### src/rtl/fusion_seq_pkg.sv
// Shared definitions for the fusion pipeline sequencer.
//   state_t           : sequencer states, IDLE through OUTPUT
//   SENSOR_*          : bit index of each sensor in the 4-bit sensor_valid bus
//   SENSOR_ALL        : seen_mask value meaning every sensor has reported
//   ERR_*             : bit positions inside the 8-bit error_flags output
package fusion_seq_pkg;

   typedef enum logic [2:0] {
      S_IDLE    = 3'd0,
      S_COLLECT = 3'd1,
      S_ALIGN   = 3'd2,
      S_EXTRACT = 3'd3,
      S_FUSE    = 3'd4,
      S_OUTPUT  = 3'd5
   } state_t;

   localparam int SENSOR_CAMERA = 0;
   localparam int SENSOR_LIDAR  = 1;
   localparam int SENSOR_RADAR  = 2;
   localparam int SENSOR_IMU    = 3;

   localparam logic [3:0] SENSOR_ALL = 4'((1 << SENSOR_CAMERA) | (1 << SENSOR_LIDAR) |
                                          (1 << SENSOR_RADAR)  | (1 << SENSOR_IMU));

   localparam int ERR_WINDOW   = 0;
   localparam int ERR_OVERRUN  = 1;
   localparam int ERR_TIMEOUT  = 2;
   localparam int ERR_SPURIOUS = 3;
   localparam int ERR_MISS_LSB = 4;

endpackage

### src/rtl/fusion_seq_timer.sv
// Wait-cycle counter shared by the collection window and the stage waits.
//   clk, rst  : clock and synchronous active-high reset
//   clear     : zero the count (takes priority over enable)
//   enable    : advance the count by one this cycle
//   limit     : runtime terminal value
//   terminal  : high while the count equals limit
module fusion_seq_timer #(
   parameter int WIDTH = 12
) (
   input  logic             clk,
   input  logic             rst,
   input  logic             clear,
   input  logic             enable,
   input  logic [WIDTH-1:0] limit,
   output logic             terminal
);

   logic [WIDTH-1:0] count;

   assign terminal = (count == limit);

   // The owning FSM always leaves the waiting state on terminal, so the
   // counter never needs to saturate.
   always_ff @(posedge clk) begin
      if (rst) begin
         count <= '0;
      end else if (clear) begin
         count <= '0;
      end else if (enable) begin
         count <= count + WIDTH'(1);
      end
   end

endmodule

### src/rtl/fusion_pipeline_sequencer.sv
// Sequences one sensor-fusion frame: collect all four sensors inside a
// window, then start alignment, feature extraction and fusion in turn, and
// hold the fused frame until the consumer accepts it.
//   clk, rst              : clock, synchronous active-high reset
//   sensor_valid[3:0]     : camera, lidar, radar, imu valid pulses
//   align_start/done      : temporal alignment handshake
//   feat_start/done[2:0]  : feature extractor handshake (camera, lidar, radar)
//   fuse_start/done       : fusion core handshake
//   frame_valid/out_ready : output frame handshake
//   err_clear             : clears sticky error_flags
//   busy                  : high whenever the sequencer is not idle
//   error_flags[7:0]      : window miss, overrun, timeout, spurious done, missing mask
//   frame_count[15:0]     : accepted frames, wraps at 16'hFFFF
module fusion_pipeline_sequencer
   import fusion_seq_pkg::*;
#(
   parameter int WINDOW_CYCLES = 1024,
   parameter int STAGE_TIMEOUT = 4096
) (
   input  logic        clk,
   input  logic        rst,
   input  logic [3:0]  sensor_valid,
   output logic        align_start,
   input  logic        align_done,
   output logic        feat_start,
   input  logic [2:0]  feat_done,
   output logic        fuse_start,
   input  logic        fuse_done,
   output logic        frame_valid,
   input  logic        out_ready,
   input  logic        err_clear,
   output logic        busy,
   output logic [7:0]  error_flags,
   output logic [15:0] frame_count
);

   localparam int MAX_CYCLES = (WINDOW_CYCLES > STAGE_TIMEOUT) ? WINDOW_CYCLES : STAGE_TIMEOUT;
   localparam int TIMER_W    = (MAX_CYCLES > 2) ? $clog2(MAX_CYCLES) : 1;

   state_t              state;
   state_t              next_state;
   logic [3:0]          seen_mask;
   logic [3:0]          next_seen;
   logic [2:0]          done_mask;
   logic [2:0]          next_done;
   logic [7:0]          next_err;
   logic [15:0]         next_count;
   logic [3:0]          collect_mask;
   logic [2:0]          extract_mask;
   logic                timer_clear;
   logic                timer_enable;
   logic                timer_hit;
   logic [TIMER_W-1:0]  timer_limit;

   assign collect_mask = seen_mask | sensor_valid;
   assign extract_mask = done_mask | feat_done;

   // The collection window and the stage waits never overlap, so one
   // counter serves both with a limit chosen by the current state.
   assign timer_limit = (state == S_COLLECT) ? TIMER_W'(WINDOW_CYCLES - 1)
                                             : TIMER_W'(STAGE_TIMEOUT - 1);

   fusion_seq_timer #(
      .WIDTH (TIMER_W)
   ) u_timer (
      .clk      (clk),
      .rst      (rst),
      .clear    (timer_clear),
      .enable   (timer_enable),
      .limit    (timer_limit),
      .terminal (timer_hit)
   );

   // Next-state, mask and error logic. Errors raised this cycle are OR'd in
   // after err_clear has been applied so that a fresh error survives a clear.
   // Done pulses are tested before the timer so a late done still wins.
   always_comb begin
      next_state   = state;
      next_seen    = seen_mask;
      next_done    = done_mask;
      next_count   = frame_count;
      next_err     = err_clear ? 8'h00 : error_flags;
      timer_enable = 1'b0;
      timer_clear  = 1'b0;

      if (align_done && (state != S_ALIGN)) next_err[ERR_SPURIOUS] = 1'b1;
      if ((feat_done != 3'b000) && (state != S_EXTRACT)) next_err[ERR_SPURIOUS] = 1'b1;
      if (fuse_done && (state != S_FUSE)) next_err[ERR_SPURIOUS] = 1'b1;
      if ((sensor_valid != 4'h0) && (state inside {S_ALIGN, S_EXTRACT, S_FUSE, S_OUTPUT}))
         next_err[ERR_OVERRUN] = 1'b1;

      case (state)
         S_IDLE: begin
            if (sensor_valid != 4'h0) begin
               next_seen  = sensor_valid;
               next_state = S_COLLECT;
            end
         end
         S_COLLECT: begin
            timer_enable = 1'b1;
            if (collect_mask == SENSOR_ALL) begin
               next_seen  = 4'h0;
               next_state = S_ALIGN;
            end else if (timer_hit) begin
               next_err[ERR_WINDOW]          = 1'b1;
               next_err[ERR_MISS_LSB +: 4]   = ~collect_mask;
               next_seen                     = 4'h0;
               next_state                    = S_IDLE;
            end else begin
               next_seen = collect_mask;
            end
         end
         S_ALIGN: begin
            timer_enable = 1'b1;
            if (align_done) begin
               next_done  = 3'b000;
               next_state = S_EXTRACT;
            end else if (timer_hit) begin
               next_err[ERR_TIMEOUT] = 1'b1;
               next_state            = S_IDLE;
            end
         end
         S_EXTRACT: begin
            timer_enable = 1'b1;
            if (extract_mask == 3'b111) begin
               next_done  = 3'b000;
               next_state = S_FUSE;
            end else if (timer_hit) begin
               next_err[ERR_TIMEOUT] = 1'b1;
               next_done             = 3'b000;
               next_state            = S_IDLE;
            end else begin
               next_done = extract_mask;
            end
         end
         S_FUSE: begin
            timer_enable = 1'b1;
            if (fuse_done) begin
               next_state = S_OUTPUT;
            end else if (timer_hit) begin
               next_err[ERR_TIMEOUT] = 1'b1;
               next_state            = S_IDLE;
            end
         end
         S_OUTPUT: begin
            if (out_ready) begin
               next_count = frame_count + 16'd1;
               next_state = S_IDLE;
            end
         end
         default: begin
            next_state = S_IDLE;
         end
      endcase

      timer_clear = (next_state != state);
   end

   // State register. Every output is registered from the decided next state,
   // so a start pulse appears exactly in the first cycle of its stage.
   always_ff @(posedge clk) begin
      if (rst) begin
         state       <= S_IDLE;
         seen_mask   <= 4'h0;
         done_mask   <= 3'b000;
         error_flags <= 8'h00;
         frame_count <= 16'h0000;
         align_start <= 1'b0;
         feat_start  <= 1'b0;
         fuse_start  <= 1'b0;
         frame_valid <= 1'b0;
         busy        <= 1'b0;
      end else begin
         state       <= next_state;
         seen_mask   <= next_seen;
         done_mask   <= next_done;
         error_flags <= next_err;
         frame_count <= next_count;
         align_start <= (next_state == S_ALIGN)   && (state != S_ALIGN);
         feat_start  <= (next_state == S_EXTRACT) && (state != S_EXTRACT);
         fuse_start  <= (next_state == S_FUSE)    && (state != S_FUSE);
         frame_valid <= (next_state == S_OUTPUT);
         busy        <= (next_state != S_IDLE);
      end
   end

endmodule

### config.mk
export PLATFORM = sky130hd
export DESIGN_NAME = fusion_pipeline_sequencer
export DESIGN_NICKNAME = d
export VERILOG_FILES = /design/src/rtl/fusion_seq_pkg.sv /design/src/rtl/fusion_seq_timer.sv /design/src/rtl/fusion_pipeline_sequencer.sv
export SDC_FILE = /design/constraint.sdc
export NUM_CORES = 1
export LEC_CHECK = 0
export ABC_AREA = 1
export CORE_UTILIZATION = 58
export CTS_CLUSTER_DIAMETER = 40
export CTS_CLUSTER_SIZE = 30
export DETAILED_ROUTE_END_ITERATION = 8
export PLACE_DENSITY = 0.87
export SLEW_MARGIN = 20
export SYNTH_ARGS = -nofsm -noshare
export SYNTH_HDL_FRONTEND = slang
export SYNTH_HIERARCHICAL = 1
export SYNTH_SLANG_ARGS = --single-unit
export TNS_END_PERCENT = 20
### constraint.sdc
create_clock -name clk -period 4.66 [get_ports clk]
set_clock_uncertainty 0.2 [all_clocks]
set_input_delay 0.466 -clock clk [delete_from_list [all_inputs] [get_ports clk]]
set_output_delay 0.466 -clock clk [all_outputs]
set_load 0.01 [all_outputs]
==> results of run 1 <==
-- stage by stage --
| step | power, mW | instances | utilization [%] | setup WS (ns) | area (um2) |
|---|---|---|---|---|---|
| finish | 0.806 | 524 | 74.8 | 1.32 | 3300 |
| global route | 0.843 | 524 | 74.8 | 0.940 | 3300 |
| CTS | 0.815 | 524 | 74.8 | 1.39 | 3300 |
| detailed placement | 0.566 | 516 | 72.8 | 1.42 | 3220 |
| global placement | 0.563 | 516 | 72.8 | 1.56 | 3220 |
| floorplan | 0.531 | 427 | - | 1.91 | 2760 |
-- synthesized netlist by cell type, types with 4 or more instances --
cell / count / area (um2)
nand2_1: 111 / 417
nor2_1: 54 / 203
dfxtp_1: 51 / 1020
inv_1: 47 / 176
a21oi_1: 37 / 185
nand3_1: 26 / 130
o21ai_0: 22 / 110
nand4_1: 10 / 62.6
xnor2_1: 9 / 78.8
nor3_1: 7 / 35.0
nand2_2: 5 / 31.3
a211oi_1: 4 / 30.0
-- per-layer routing --
layer,wire [um],vias to the layer above
met4,40,0
met5,0,-
met1,2740,1206
met2,3070,79
met3,271,6
li1,-,1436
-- area by class of cell --
type | count | area (um2)
Timing Repair Buffer | 41 | 410
Multi-Input combinational cell | 323 | 1540
Inverter | 49 | 184
Sequential cell | 51 | 1020
Clock inverter | 2 | 12.5
Clock buffer | 6 | 72.6
Tap cell | 52 | 65.1
Fill cell | 379 | 1110
-- registers in the layout, summed over array words and instances (netlist names) --
register       cells
seen_mask          4
state              3
fuse_start         1
done_mask          3
frame_count       16
feat_start         1
align_start        1
busy               1
u_timer/count     12
error_flags        8
frame_valid        1
-- placed cells by master (no fill, tap or decap), types with 4 or more instances in the layout --
cell,Yosys,layout
nand2_1,111,111
nor2_1,54,54
dfxtp_1,51,51
inv_1,47,47
clkdlybuf4s50_1,0,41
a21oi_1,37,37
nand3_1,26,26
o21ai_0,22,22
conb_1,1,15
nand4_1,10,10
xnor2_1,9,9
nor3_1,7,7
nand2_2,5,5
clkbuf_8,0,5
a211oi_1,4,4
-- logic make-up after synthesis --
logic type,Yosys count
simple gates,226
xor+xnor,12
buf+inv,53
other cells,1
flops,51
compound gates,68
fa+ha+maj,2
-- worst max-delay path, cell delays in order, from the launching register on --
cell	delay, ns
dfxtp_1	0.48
inv_2	0.11
nor3_2	0.21
inv_1	0.20
xnor2_1	0.16
nand4_1	0.10
nor2_1	0.30
inv_1	0.15
nand2_1	0.08
nand2_1	0.05
nand2_1	0.08
nand2_1	0.06
nor2_2	0.13
nand4_1	0.10
nand2_1	0.08
nand2_1	0.06
nor2_2	0.38
inv_1	0.14
nor3_1	0.19
-- path summary, 6_finish.rpt --
check	startpoint	endpoint	cells past startpoint
hold / removal	done_mask[1]$_SDFFE_PP0P_	done_mask[1]$_SDFFE_PP0P_	2
setup / recovery	state[0]$_SDFF_PP0_	u_timer/count[4]$_SDFFE_PP0P_	18
setup reg to reg	state[0]$_SDFF_PP0_	u_timer/count[4]$_SDFFE_PP0P_	18
hold reg to reg	done_mask[1]$_SDFFE_PP0P_	done_mask[1]$_SDFFE_PP0P_	2
-- report_power, final --
group / internal [mW] / switching [mW] / total [mW]
clock: 0.105 / 0.143 / 0.249
sequential: 0.445 / 0.00740 / 0.452
combinational: 0.0398 / 0.0660 / 0.106
==> out/qor.csv, run 1 <==
stage,metric,value,unit
outcome,run_status,"finished, final reports clean",
timing,rsz0062_at_grt,false,
yosys,synth_top_family_by_area,simple AND/OR/NAND/NOR gates,
clock_network,clk_latency,0.30,ns
floorplan,dieArea,0.00494,mm2
yosys,seq_area_frac_synth,37.8,%
floorplan,fp-row-count,24,
yosys,synth_ff_type,dfxtp_1,
floorplan,ios,42,
timing,timing.hold.ws,0.262,ns
clock_network,cts_setup_buffers,0,
drt,drtPass1Iterations,4,
drt,vias,2727,
clock_network,clk_pin_slew,0.09,ns
grt,use_met2,46.0,%
drt,via_per_inst,5.20,
layout,syn_to_final_growth,22.1,%
clock_network,cts.sinks,51,
yosys,synth_cell_types,29,
floorplan,fp.dieW,70.3,um
timing,tns,0,ns
setup_path,crit_path_end_kind,flop,
placement,dp_hpwl,4.67,mm
power,p_per_area,244,mW/mm2
clock_network,cts_hold_buffers,0,
setup_path,reg2reg_slack,1.32,ns
drt,drt_wl_total,6.12,mm
power,irDropWorstVdd,228,uV
drt,postRouteAntennaNets,0,
power,leakagePower,1.31,nW
grt,grt.busiest_layer,met2,
clock_network,clock-root-buffer,clkbuf_8,
layout,nets,486,
drt,dr.first_iter.drc_count,167,
timing,fin_crit_sh,71.6,%
timing,timing.fmax,300,MHz
yosys,synth.area.mux_share,0,%
floorplan,start_util,61.3,%
yosys,async_flop_share,0,%
yosys,yosys.area_share.adder,0.925,%
clock_network,cts_tree,done,
timing,setup_violations,0,
grt,track_usage,25.9,%
yosys,synth_edf_count,0,
timing,period_minus_slack,3.34,ns
drt,wl_per_cell,11.7,um
floorplan,die_h,70.3,um
placement,place.gp.congestion,0.931,
timing,drv_slew,0,
flow_run,maxCapViolations,0,
grt,grt_overflow_total,0,
layout,drive_above_1_share,5.51,%
setup_path,critPathKind,reg2reg,
yosys,yosys_warnings,6,
grt,antenna_found_initial,0,
clock_network,cts_buffer_depth,2,
yosys,synth_xor_area_share,3.89,%
yosys,syn_inst,413,
placement,io_buffers,41,
yosys,syn_area,0.00270,mm2
worst_hold_path,min_path_type,reg2reg,
grt,grt_max_degree,25,
clock_network,post_cts_resized,0,
grt,grt_use_met1,32.0,%
timing,worst_pin_slew,0.937,ns
yosys,yosys.area_share.simple,36.6,%
setup_path,start_kind,flop,
floorplan,core_area,0.00441,mm2
timing,hold_viol,0,
drt,drc_errors,0,
yosys,syn_area_per_cell,6.55,um2
timing,max-slew-margin-rel,37.3,%
layout,antenna_cells,0,
yosys,synth_compound_area_share,13.3,%
grt,grt.met3_usage,4.91,%
setup_path,arrival,3.37,ns
setup_path,crit_required,4.69,ns
clock_network,h-tree-depth,2,
grt,grt_pass1_wl,10.5,mm
grt,grt_pass1_vias,2506,
clock_network,cts_buffers,5,
setup_path,critPathMaxFanout,10,
yosys,ys_ff_latch,51,
Note: power is estimated with default switching activity, not from simulation.
==> inputs of run 2 (changes only) <==
--- a/config.mk
+++ b/config.mk
@@ -6,11 +6,11 @@
 export NUM_CORES = 1
 export LEC_CHECK = 0
 export ABC_AREA = 1
-export CORE_UTILIZATION = 58
+export CORE_UTILIZATION = 54
 export CTS_CLUSTER_DIAMETER = 40
 export CTS_CLUSTER_SIZE = 30
 export DETAILED_ROUTE_END_ITERATION = 8
-export PLACE_DENSITY = 0.87
+export PLACE_DENSITY = 0.82
 export SLEW_MARGIN = 20
 export SYNTH_ARGS = -nofsm -noshare
 export SYNTH_HDL_FRONTEND = slang
==> constraint.sdc (replaced) <==
create_clock -name clk -period 3.5 [get_ports clk]
set_clock_uncertainty 0.2 [all_clocks]
set_input_delay 0.35 -clock clk [delete_from_list [all_inputs] [get_ports clk]]
set_output_delay 0.35 -clock clk [all_outputs]
set_load 0.01 [all_outputs]
==> out/qor.csv, run 2 (synthesis gave the netlist of run 1 again) <==
stage,metric,value,unit
setup_path,reg2reg_to,u_timer/count[4]$_SDFFE_PP0P_,
setup_path,reg2reg_slack,0.41,ns
floorplan,fp-row-count,25,
layout,nets,487,
timing,timing.hold.ws,0.264,ns
drt,drc_errors,0,
setup_path,critPathTopFamily,simple AND/OR/NAND/NOR gates,
setup_path,crit_required,3.53,ns
floorplan,die_h,72.8,um
timing,period_minus_slack,3.09,ns
grt,track_usage,25.0,%
timing,hold_viol,0,
worst_hold_path,hp-start,done_mask[1]$_SDFFE_PP0P_,
drt,via_per_inst,5.16,
power,total_power,1.17,mW
drt,postRouteAntennaNets,0,
worst_hold_path,min_path_type,reg2reg,
setup_path,start_kind,flop,
floorplan,ios,42,
clock_network,clk_latency,0.30,ns
setup_path,crit_chain,inv_2 > nor3_2 > inv_1 > xnor2_1 > nand4_1 > nor2_2 > inv_1 > nand2_1 > nand2_1 > nand2_1 > nand2_1 > nor2_2 > nand4_1 > nand2_1 > nand2_1 > nor2_4 > inv_1 > nor3_1,
clock_network,h-tree-depth,2,
timing,fin_crit_sh,88.4,%
placement,pre_cts_ws,0.231,ns
flow_run,maxCapViolations,0,
grt,grt_max_degree,18,
timing,timing.fmax,323,MHz
worst_hold_path,hold_end,done_mask[1]$_SDFFE_PP0P_,
layout,drive_above_1_share,6.34,%
layout,postLayoutCoreUtil,70.4,%
power,leakagePower,1.34,nW
power,irDropWorstVdd,290,uV
setup_path,cp_slowest_cell,dfxtp_2,
placement,dp_hpwl,4.73,mm
drt,drt_wl_total,6.18,mm
placement,place.gp.congestion,0.977,
layout,final_common_cell,nand2_1,
outcome,run_status,"finished, final reports clean",
floorplan,core_area,0.00479,mm2
setup_path,path_common_cell,nand2_1,
clock_network,cts.sinks,51,
layout,antenna_cells,0,
clock_network,cts_buffers,5,
timing,rsz0062_at_grt,false,
grt,antenna_found_initial,0,
clock_network,cts_tree,done,
placement,io_buffers,41,
timing,tns,0,ns
layout,regMostFlops,frame_count,
floorplan,dieArea,0.00529,mm2
setup_path,r2r_cells,18,
setup_path,worst-path-buf-inv,4,
grt,grt_pass1_wl,10.5,mm
layout,syn_to_final_growth,24.6,%
grt,grt_overflow_total,0,
drt,vias,2787,
floorplan,start_util,56.5,%
drt,dr.first_iter.drc_count,187,
timing,setup_slack,0.408,ns
layout,top_regs,"frame_count: 16 flops, u_timer/count: 12 flops, error_flags: 8 flops",
clock_network,cts_buffer_depth,2,
setup_path,critPathMaxStageDelay,0.41,ns
clock_network,cts_hold_buffers,0,
drt,wl_per_cell,11.4,um
clock_network,clock-root-buffer,clkbuf_8,
clock_network,clk_pin_slew,0.09,ns
grt,grt_pass1_vias,2468,
drt,drtPass1Iterations,6,
timing,drv_slew,0,
worst_hold_path,hold-path-cell-count,2,
setup_path,r2r-start,state[0]$_SDFF_PP0_,
floorplan,fp.dieW,72.8,um
power,p_per_area,347,mW/mm2
setup_path,crit_path_end_kind,flop,
setup_path,arrival,3.12,ns
layout,layout_common_cells,"nand2_1, nor2_1, dfxtp_1",
setup_path,critPathKind,reg2reg,
layout,largest_reg_flops,16,
timing,setup_violations,0,
setup_path,critPathMaxFanout,10,
run 2: through the flow:
stage	area, um2	cells
detailed placement	3240	532
finish	3370	540
CTS	3360	540
floorplan	2760	427
global route	3370	540
global placement	3240	532
run 2: metal layers:
metal  track usage (%)  part of all wire, %
met4              6.32                 0.79
met1              30.1                   44
met2              46.4                   51
met3              3.73                  4.4
met5                 0                    0
run 2: worst max-delay path by stage:
stage | startpoint | to | slack, ns | cells past startpoint
6_report | state[0]$_SDFF_PP0_ | u_timer/count[4]$_SDFFE_PP0P_ | 0.41 | 18
5_1_grt | state[0]$_SDFF_PP0_ | u_timer/count[4]$_SDFFE_PP0P_ | 0.07 | 18
3_3_place_gp | state[0]$_SDFF_PP0_ | u_timer/count[4]$_SDFFE_PP0P_ | 0.37 | 18
4_1_cts | state[0]$_SDFF_PP0_ | u_timer/count[4]$_SDFFE_PP0P_ | 0.20 | 18
3_5_place_dp | state[0]$_SDFF_PP0_ | u_timer/count[4]$_SDFFE_PP0P_ | 0.23 | 18
2_1_floorplan | state[0]$_SDFF_PP0_ | u_timer/count[4]$_SDFFE_PP0P_ | 0.75 | 18
run 2: cell type report:
class	instances	area (um2)
Inverter	49	184
Clock inverter	2	35.0
Sequential cell	51	1020
Tap cell	67	83.8
Multi-Input combinational cell	323	1540
Fill cell	435	1420
Timing Repair Buffer	42	418
Clock buffer	6	82.6
run 2: worst min-delay path, delay by kind of cell, from the launching register on:
| kind | cells | cell delay [ns] |
|---|---|---|
| and+or+nand+nor | 1 | 0.06 |
| DFF | 1 | 0.31 |
| AOI/OAI and AO/OA | 1 | 0.06 |
run 2: where the power goes:
part	switching [mW]	internal, mW	leakage, nW
registers	0.00949	0.592	0.413
clock network	0.191	0.231	0.0612
logic	0.0886	0.0541	0.863
run 2: repair_timing:
action,in CTS,in global routing
gates resized for setup,0,3
hold endpoints to repair,0,0
endpoints found under the setup margin,0,12
buffers inserted,0,0
